`src/rtl/display_pkg.sv`:
```
// Shared types and helpers for the 4-digit 7-segment scan controller.
package display_pkg;
    typedef enum logic [1:0] {IDLE, BLANK, SHOW} scan_state_t;

    localparam int NUM_DIGITS = 4;

    function automatic logic [NUM_DIGITS-1:0] onehot4(input logic [1:0] idx);
        onehot4 = 4'b0001 << idx;
    endfunction
endpackage

```
`src/rtl/display_scan_ctrl_refresh_counter.sv`:
```
// Slot counter: counts 0..DIV-1 and wraps; clr has priority over counting.
module refresh_counter #(
    parameter int DIV = 50000,
    parameter int CW  = $clog2(DIV)
) (
    input  logic          clk,
    input  logic          reset,
    input  logic          clr,
    input  logic          en,
    output logic [CW-1:0] cnt,
    output logic          wrap
);
    assign wrap = (cnt == CW'(DIV - 1));

    always_ff @(posedge clk or posedge reset) begin
        if (reset)
            cnt <= '0;
        else if (clr)
            cnt <= '0;
        else if (en)
            cnt <= wrap ? '0 : cnt + CW'(1);
    end
endmodule

```
`src/rtl/display_scan_ctrl.sv`:
```
// Scan controller: walks sel over the four digits with a blanking gap at the
// start of each slot, driving registered active-low anode and DP enables.
module display_scan_ctrl
    import display_pkg::*;
#(
    parameter int REFRESH_DIV = 50000,
    parameter int DEAD        = 2
) (
    input  logic                  clk,
    input  logic                  reset,
    input  logic                  en,
    input  logic [NUM_DIGITS-1:0] blank_mask,
    input  logic [NUM_DIGITS-1:0] dp_pos,
    output logic [1:0]            sel,
    output logic [NUM_DIGITS-1:0] an_n,
    output logic                  dp_n,
    output logic                  frame_tick
);
    localparam int CW = $clog2(REFRESH_DIV);

    scan_state_t           state, state_nx;
    logic [CW-1:0]         cnt;
    logic                  wrap;
    logic                  dead_end;
    logic                  slot_end;
    logic [1:0]            sel_nx;
    logic [NUM_DIGITS-1:0] an_nx;
    logic                  dp_nx;
    logic                  tick_nx;

    // Counter is held at zero while idle so the first slot starts cleanly.
    refresh_counter #(.DIV(REFRESH_DIV), .CW(CW)) u_cnt (
        .clk   (clk),
        .reset (reset),
        .clr   ((state == IDLE) || !en),
        .en    (en),
        .cnt   (cnt),
        .wrap  (wrap)
    );

    assign dead_end = (DEAD > 0) && (int'(cnt) == DEAD - 1);
    assign slot_end = en && (state == SHOW) && wrap;

    always_ff @(posedge clk or posedge reset) begin
        if (reset)
            state <= IDLE;
        else
            state <= state_nx;
    end

    always_comb begin
        state_nx = state;
        if (!en) begin
            state_nx = IDLE;
        end else begin
            case (state)
                IDLE:    state_nx = (DEAD == 0) ? SHOW : BLANK;
                BLANK:   if (dead_end) state_nx = SHOW;
                SHOW:    if (wrap) state_nx = (DEAD == 0) ? SHOW : BLANK;
                default: state_nx = IDLE;
            endcase
        end
    end

    // Outputs are decoded from the next state/sel so the registers line up
    // with the state register instead of lagging it by a cycle.
    always_comb begin
        sel_nx  = sel;
        tick_nx = 1'b0;
        an_nx   = '1;
        dp_nx   = 1'b1;
        if (slot_end) begin
            sel_nx  = sel + 2'd1;
            tick_nx = (sel == 2'd3);
        end
        if (state_nx == SHOW) begin
            an_nx = ~(onehot4(sel_nx) & ~blank_mask);
            dp_nx = ~(dp_pos[sel_nx] & ~blank_mask[sel_nx]);
        end
    end

    always_ff @(posedge clk or posedge reset) begin
        if (reset) begin
            sel        <= 2'd0;
            an_n       <= '1;
            dp_n       <= 1'b1;
            frame_tick <= 1'b0;
        end else begin
            sel        <= sel_nx;
            an_n       <= an_nx;
            dp_n       <= dp_nx;
            frame_tick <= tick_nx;
        end
    end
endmodule

```
`config.mk`:
```
export PLATFORM = sky130hd
export DESIGN_NAME = display_scan_ctrl
export DESIGN_NICKNAME = d
export VERILOG_FILES = /design/src/rtl/display_pkg.sv /design/src/rtl/display_scan_ctrl_refresh_counter.sv /design/src/rtl/display_scan_ctrl.sv
export SDC_FILE = /design/constraint.sdc
export NUM_CORES = 1
export LEC_CHECK = 0
export CAP_MARGIN = 30
export CORE_UTILIZATION = 57
export CTS_CLUSTER_SIZE = 8
export DETAILED_ROUTE_END_ITERATION = 6
export GPL_ROUTABILITY_DRIVEN = 0
export PLACE_DENSITY = 0.83
export SYNTH_ARGS = -nofsm -noshare
export SYNTH_HDL_FRONTEND = slang
export SYNTH_SLANG_ARGS = --single-unit
```
`constraint.sdc`:
```
create_clock -name clk -period 3.05 [get_ports clk]
set_clock_uncertainty 0.1 [all_clocks]
set_input_delay 0.7625 -clock clk [delete_from_list [all_inputs] [get_ports clk]]
set_output_delay 0.7625 -clock clk [all_outputs]
set_load 0.05 [all_outputs]
```
==> results of run 1 <==
state kept, by name, indices dropped and copies added (netlist names):
signal / cells
sel: 2
state: 2
an_n: 4
dp_n: 1
frame_tick: 1
u_cnt.cnt: 16
layer usage:
layer	global-route usage, %	share of wire [%]	up-vias
li1	-	-	529
met1	26.8	41	532
met2	46.5	54	38
met3	2.08	4.4	5
met4	6.48	0.86	0
met5	0	0	-
stage by stage:
step	total power (W)	util, %	cells	cell area (µm²)
6_report	0.000553	71.4	185	1590
5_1_grt	0.000564	71.4	185	1590
4_1_cts	0.000548	71.4	185	1590
3_5_place_dp	0.000404	70.2	181	1570
3_3_place_gp	0.000402	70.2	181	1570
2_1_floorplan	0.000383	-	139	1370
final timing paths:
kind	depth (start not counted)	start	endpoint	slack, ns
worst max-delay path	1	sel[1]$_DFF_PP0_	sel[1]	0.41
worst min-delay path	1	u_cnt.cnt[0]$_DFFE_PP0P_	u_cnt.cnt[0]$_DFFE_PP0P_	0.42
worst max register to register	4	u_cnt.cnt[10]$_DFFE_PP0P_	u_cnt.cnt[8]$_DFFE_PP0P_	0.95
worst min register to register	1	u_cnt.cnt[0]$_DFFE_PP0P_	u_cnt.cnt[0]$_DFFE_PP0P_	0.42
max in group asynchronous	3	reset	an_n[0]$_DFF_PP1_	1.89
min in group asynchronous	3	reset	sel[0]$_DFF_PP0_	0.67
final cells by class:
class	instances	area, µm²	share of cell area, %
Sequential cell	26	657	41.2
Multi-Input combinational cell	99	654	41.1
Timing Repair Buffer	19	188	11.8
Tap cell	28	35.0	2.20
Inverter	9	33.8	2.12
Clock buffer	4	26.3	1.65
worst reg2reg max path, delay by kind of cell, from the launching register on:
family        cells  cell delay (ns)
flops             1             0.47
simple gates      4             1.41
cells by family (layout without fill, tap and decap cells):
logic type / Yosys count / in the layout / share of synthesized area, %
mux: 1 / 1 / 0.822
simple gates: 64 / 64 / 25.8
buf+inv: 14 / 32 / 4.29
flops: 26 / 26 / 47.9
compound gates: 17 / 17 / 9.50
fa+ha+maj: 3 / 3 / 2.74
xor+xnor: 14 / 14 / 8.95
Yosys cell counts, drive strengths merged, types with 3 or more instances:
library cell and instances:
and4 5, buf 3, dfrtp 21, dfstp 5
ha 3, inv 9, nand2 9, nand3 5
nand4 3, nor2 18, nor3 7, nor4 7
o211ai 5, xnor2 12
power groups by stage:
stage	registers [W]	clock network, W	logic [W]
after CTS	0.000354	0.000151	0.0000441
after global routing	0.000354	0.000162	0.0000480
final	0.000354	0.000155	0.0000437
after global placement	0.000359	0	0.0000430
after floorplan	0.000361	0	0.0000217
after detailed placement	0.000360	0	0.0000436
==> flow_summary.toml, run 1 <==
[run_status]
status = "finished, final reports clean"

[final_layout]
fillerInstances = 174
most_common_library_cell_in_the_layout_ignoring_fill_and_taps = "sky130_fd_sc_hd__dfrtp_1"
area_growth_pct = 16.3
antenna_cells = 0
share_of_final_layout_standard_cells_stronger_than_drive_strength_1_pct = 7.64
nNetsFinal = 172
layout.cells.most_common_list = "sky130_fd_sc_hd__dfrtp_1, sky130_fd_sc_hd__nor2_1, sky130_fd_sc_hd__clkdlybuf4s50_1, sky130_fd_sc_hd__xnor2_1"

[clocking]
cts.sink_count = 26
clock_path_buffers = 2
path_clk_slew_ns = 0.14
clock-root-buffer = "sky130_fd_sc_hd__clkbuf_4"
htreeDepth = 1
post_cts_resize_count = 0
clkLatencyLatePin_ns = 0.32
total_cts_buffers = 3
cts_hold_buf = 0
tritoncts_clock_tree = "done"
postCtsSetupBuffers = 0

[synthesis]
postSynthRegisterBits = 26
synthesis.yosys.warnings = 0
synthesis.instances = 139
async_reset_ff_share_pct = 100
syn-cell-area_mm2 = 0.00137
post_synth_top_area_share_pct = 38.4
yosys.cell_types.count = 37
area_leader_netlist = "sky130_fd_sc_hd__dfrtp_1"
synth.yosys.seq_area_share_pct = 47.9
ys_dominant_reg_cell = "sky130_fd_sc_hd__dfrtp_1"
synthesis.area_per_instance_um2 = 9.86
synth_enable_flop_cells = 0
synth_fp_nets = 153
synth.top_cells.by_area = "sky130_fd_sc_hd__dfrtp_1, sky130_fd_sc_hd__dfstp_2, sky130_fd_sc_hd__xnor2_1"

[detailed_routing]
drt_iter0_markers = 27
dr_total_vias = 1104
avg_wl_per_cell_um = 15.1
antenna_violating_nets_post_route = 0
wirelength_mm = 2.79
drcViolationCount = 0
drt-vias-per-instance = 5.97
firstDrtPassIters = 4

[worst_setup_path]
path_cells = "clkdlybuf4s50_1"
worst_setup_path_class = "reg2out"
timing.critical_path.arrival_ns = 1.78
path_max_fanout = 11
critical_path.slowest_cell = "sky130_fd_sc_hd__clkdlybuf4s50_1"
worstPathBufferInverterCount = 1
critical_path_sink_type = "output port"
timing.critical_path.required_ns = 2.19
critical_path.max_stage_delay_ns = 0.87
cell_class_contributing_the_biggest_share_of_worst_path_delay = "buffers and inverters"
worstSetupStartpointType = "flop"

[sta]
final_hold_violation_count = 0
setup_repair_after_global_routing_missed_its_margin = "no"
maxSlewHeadroom_pct = 63.4
layout_min_cycle_time_ns = 2.64
min_period_over_period_pct = 86.5
fin_worst_hold_slack_ns = 0.415
tns_ns = 0
final.setup.worst_slack_ns = 0.411
fmax_mhz = 379
tightest_slew_ns = 0.549
report.final.slew_viol_count = 0
report.final.setup_viol = 0

[pwr]
power_frac_seq_pct = 64.0
power.leakage_nw = 0.635
power_frac_comb_pct = 7.9
power_density_mw_per_mm2 = 347
switching_share_of_power_pct = 23.8
max-vdd-ir-drop_uv = 236
power_frac_clock_pct = 28.1
switching_power_w = 0.000131
internal_power_w = 0.000421

[floorplan]
core-area_mm2 = 0.00223
die_x_um = 51.0
initial_core_util_pct = 61.3
die_area_mm2 = 0.00260
row_count = 17
die_h_um = 51.0
i_o_pin_cnt = 19

[grt]
antenna_found_initial = 0
overflow = 0
via_count_of_the_first_global_routing_pass = 1056
grtUsageTotal_pct = 23.7
largest_net_degree_at_the_start_of_global_routing = 27
grt_first_pass_wirelength_mm = 4.61

[place]
post-dp-hpwl_mm = 2.04
port_bufs = 18
dp_slack_ns = 0.784

[min_path]
timing.hold.worst.class = "reg2reg"

[run]
max-cap-violations = 0
No activity file was read; power rests on OpenSTA's default activity.
==> inputs of run 2 (changes only) <==
--- a/config.mk
+++ b/config.mk
@@ -6,11 +6,11 @@
 export NUM_CORES = 1
 export LEC_CHECK = 0
 export CAP_MARGIN = 30
-export CORE_UTILIZATION = 57
+export CORE_UTILIZATION = 54
 export CTS_CLUSTER_SIZE = 8
 export DETAILED_ROUTE_END_ITERATION = 6
 export GPL_ROUTABILITY_DRIVEN = 0
-export PLACE_DENSITY = 0.83
+export PLACE_DENSITY = 0.79
 export SYNTH_ARGS = -nofsm -noshare
 export SYNTH_HDL_FRONTEND = slang
 export SYNTH_SLANG_ARGS = --single-unit
==> run 2 against run 1 <==
- non-clock buffer count stayed put
- via count stayed put
- final area is 0.63% higher
- maximum frequency is 0.99% higher
- setup slack better by 0.026 ns
- register-to-register slack better by 0.02 ns
- total power is 3.5% higher
- sequential power hardly changed
- sequential cell count stayed put
- critical path depth stayed put
- highest routed layer unchanged
==> flow_summary.toml, run 2 (same netlist as run 1, synthesis figures left out) <==
[final_layout]
utilization_after_layout_pct = 69.8
reg.largest.list = "u_cnt.cnt (16), an_n (4)"
nNetsFinal = 172
layout.cells.most_common_list = "sky130_fd_sc_hd__dfrtp_1, sky130_fd_sc_hd__nor2_1, sky130_fd_sc_hd__clkdlybuf4s50_1, sky130_fd_sc_hd__xnor2_1"
fillerInstances = 183
most_common_library_cell_in_the_layout_ignoring_fill_and_taps = "sky130_fd_sc_hd__dfrtp_1"
top_register = "u_cnt.cnt"
area_growth_pct = 17.1
share_of_final_layout_standard_cells_stronger_than_drive_strength_1_pct = 8.28
stdcell_count = 185
antenna_cells = 0
flip_flop_count_of_the_largest_register_after_layout = 16

[grt]
grt_first_pass_wirelength_mm = 4.76
largest_net_degree_at_the_start_of_global_routing = 27
grtUsageTotal_pct = 23.9
antenna_found_initial = 0
overflow = 0
via_count_of_the_first_global_routing_pass = 1031

[run_status]
status = "finished, final reports clean"

[clocking]
total_cts_buffers = 3
cts.sink_count = 26
clock_path_buffers = 2
post_cts_resize_count = 0
htreeDepth = 1
clock-root-buffer = "sky130_fd_sc_hd__clkbuf_4"
postCtsSetupBuffers = 0
tritoncts_clock_tree = "done"
path_clk_slew_ns = 0.15
clkLatencyLatePin_ns = 0.32
cts_hold_buf = 0

[worst_setup_path]
worstPathBufferInverterCount = 1
worst_setup_path_class = "reg2out"
worstSetupStartpointType = "flop"
path_max_fanout = 11
regToRegEndpoint = "u_cnt.cnt[7]$_DFFE_PP0P_"
critical_path.max_stage_delay_ns = 0.88
critical_path.slowest_cell = "sky130_fd_sc_hd__clkdlybuf4s50_1"
critical_path_sink_type = "output port"
crit_start = "sel[1]$_DFF_PP0_"
cell_class_contributing_the_biggest_share_of_worst_path_delay = "buffers and inverters"
timing.reg2reg.worst_path_depth = 4
startpoint_of_the_lowest_slack_register_to_register_path = "u_cnt.cnt[7]$_DFFE_PP0P_"
timing.critical_path.arrival_ns = 1.75
regToRegSetupSlack_ns = 0.97
timing.critical_path.required_ns = 2.19
path_cells = "clkdlybuf4s50_1"

[min_path]
timing.hold.worst.start = "u_cnt.cnt[0]$_DFFE_PP0P_"
timing.hold.worst.class = "reg2reg"
holdPathEnd = "u_cnt.cnt[0]$_DFFE_PP0P_"
timing.hold.worst_path_depth = 1

[sta]
fin_worst_hold_slack_ns = 0.413
fmax_mhz = 383
maxSlewHeadroom_pct = 62.2
final_hold_violation_count = 0
tightest_slew_ns = 0.567
min_period_over_period_pct = 85.7
report.final.slew_viol_count = 0
layout_min_cycle_time_ns = 2.61
report.final.setup_viol = 0
setup_repair_after_global_routing_missed_its_margin = "no"
tns_ns = 0

[floorplan]
die_x_um = 52.4
row_count = 17
die_area_mm2 = 0.00274
i_o_pin_cnt = 19
initial_core_util_pct = 59.6
die_h_um = 52.4
core-area_mm2 = 0.00230

[pwr]
post_layout_total_power_w = 0.000572
max-vdd-ir-drop_uv = 258
power_density_mw_per_mm2 = 357
power.leakage_nw = 0.641

[detailed_routing]
avg_wl_per_cell_um = 14.8
antenna_violating_nets_post_route = 0
wirelength_mm = 2.74
firstDrtPassIters = 4
dr_total_vias = 1104
drt-vias-per-instance = 5.97
drcViolationCount = 0
drt_iter0_markers = 20

[run]
max-cap-violations = 0

[place]
post-dp-hpwl_mm = 2.04
port_bufs = 18
cell_count_after_placement = 181
-- run 2: cell types whose count changed in the layout (fill, tap and decap cells not counted) --
cell / delta
sky130_fd_sc_hd__clkbuf_1: -1
sky130_fd_sc_hd__clkbuf_8: +1
-- run 2: power breakdown --
group          internal [W]  leakage, nW  switching, W   total, W
combinational     0.0000204        0.277     0.0000234  0.0000438
sequential         0.000350        0.343    0.00000388   0.000354
clock             0.0000729       0.0210      0.000102   0.000175
-- run 2: routing by layer --
layer / vias up / wire, µm / GRT usage [%]
met5: - / 0 / 0
met3: 10 / 104 / 2.90
met2: 37 / 1330 / 38.6
li1: 530 / - / -
met1: 527 / 1270 / 33.2
met4: 0 / 42 / 7.46
-- run 2: area by class of cell --
| type | instances | area, µm² | area share, % |
|---|---|---|---|
| flip-flops and latches | 26 | 657 | 41.0 |
| multi-input cells | 99 | 654 | 40.8 |
| well taps | 28 | 35.0 | 2.18 |
| inverters | 9 | 33.8 | 2.11 |
| repair buffers | 19 | 188 | 11.7 |
| clock buffers | 4 | 36.3 | 2.26 |
-- run 2: worst max path at each step --
stage,endpoint,depth (start not counted)
floorplan,sel[1]$_DFF_PP0_,6
global placement,sel[1],1
detailed placement,u_cnt.cnt[15]$_DFFE_PP0P_,4
CTS,sel[1],1
global route,sel[1],1
finish,sel[1],1
-- run 2: metrics by stage --
stage	setup slack (ns)	instance area, µm²
after floorplan	1.27	1370
after global placement	0.821	1570
after detailed placement	0.758	1570
after CTS	0.425	1600
after global routing	0.345	1600
final	0.437	1600
==> inputs of run 3 (changes only) <==
--- a/config.mk
+++ b/config.mk
@@ -11,6 +11,7 @@
 export DETAILED_ROUTE_END_ITERATION = 6
 export GPL_ROUTABILITY_DRIVEN = 0
 export PLACE_DENSITY = 0.79
+export SLEW_MARGIN = 10
 export SYNTH_ARGS = -nofsm -noshare
 export SYNTH_HDL_FRONTEND = slang
 export SYNTH_SLANG_ARGS = --single-unit
==> results of run 3 <==
Same layout as run 2: the final DEF is identical, and so are final timing and power.
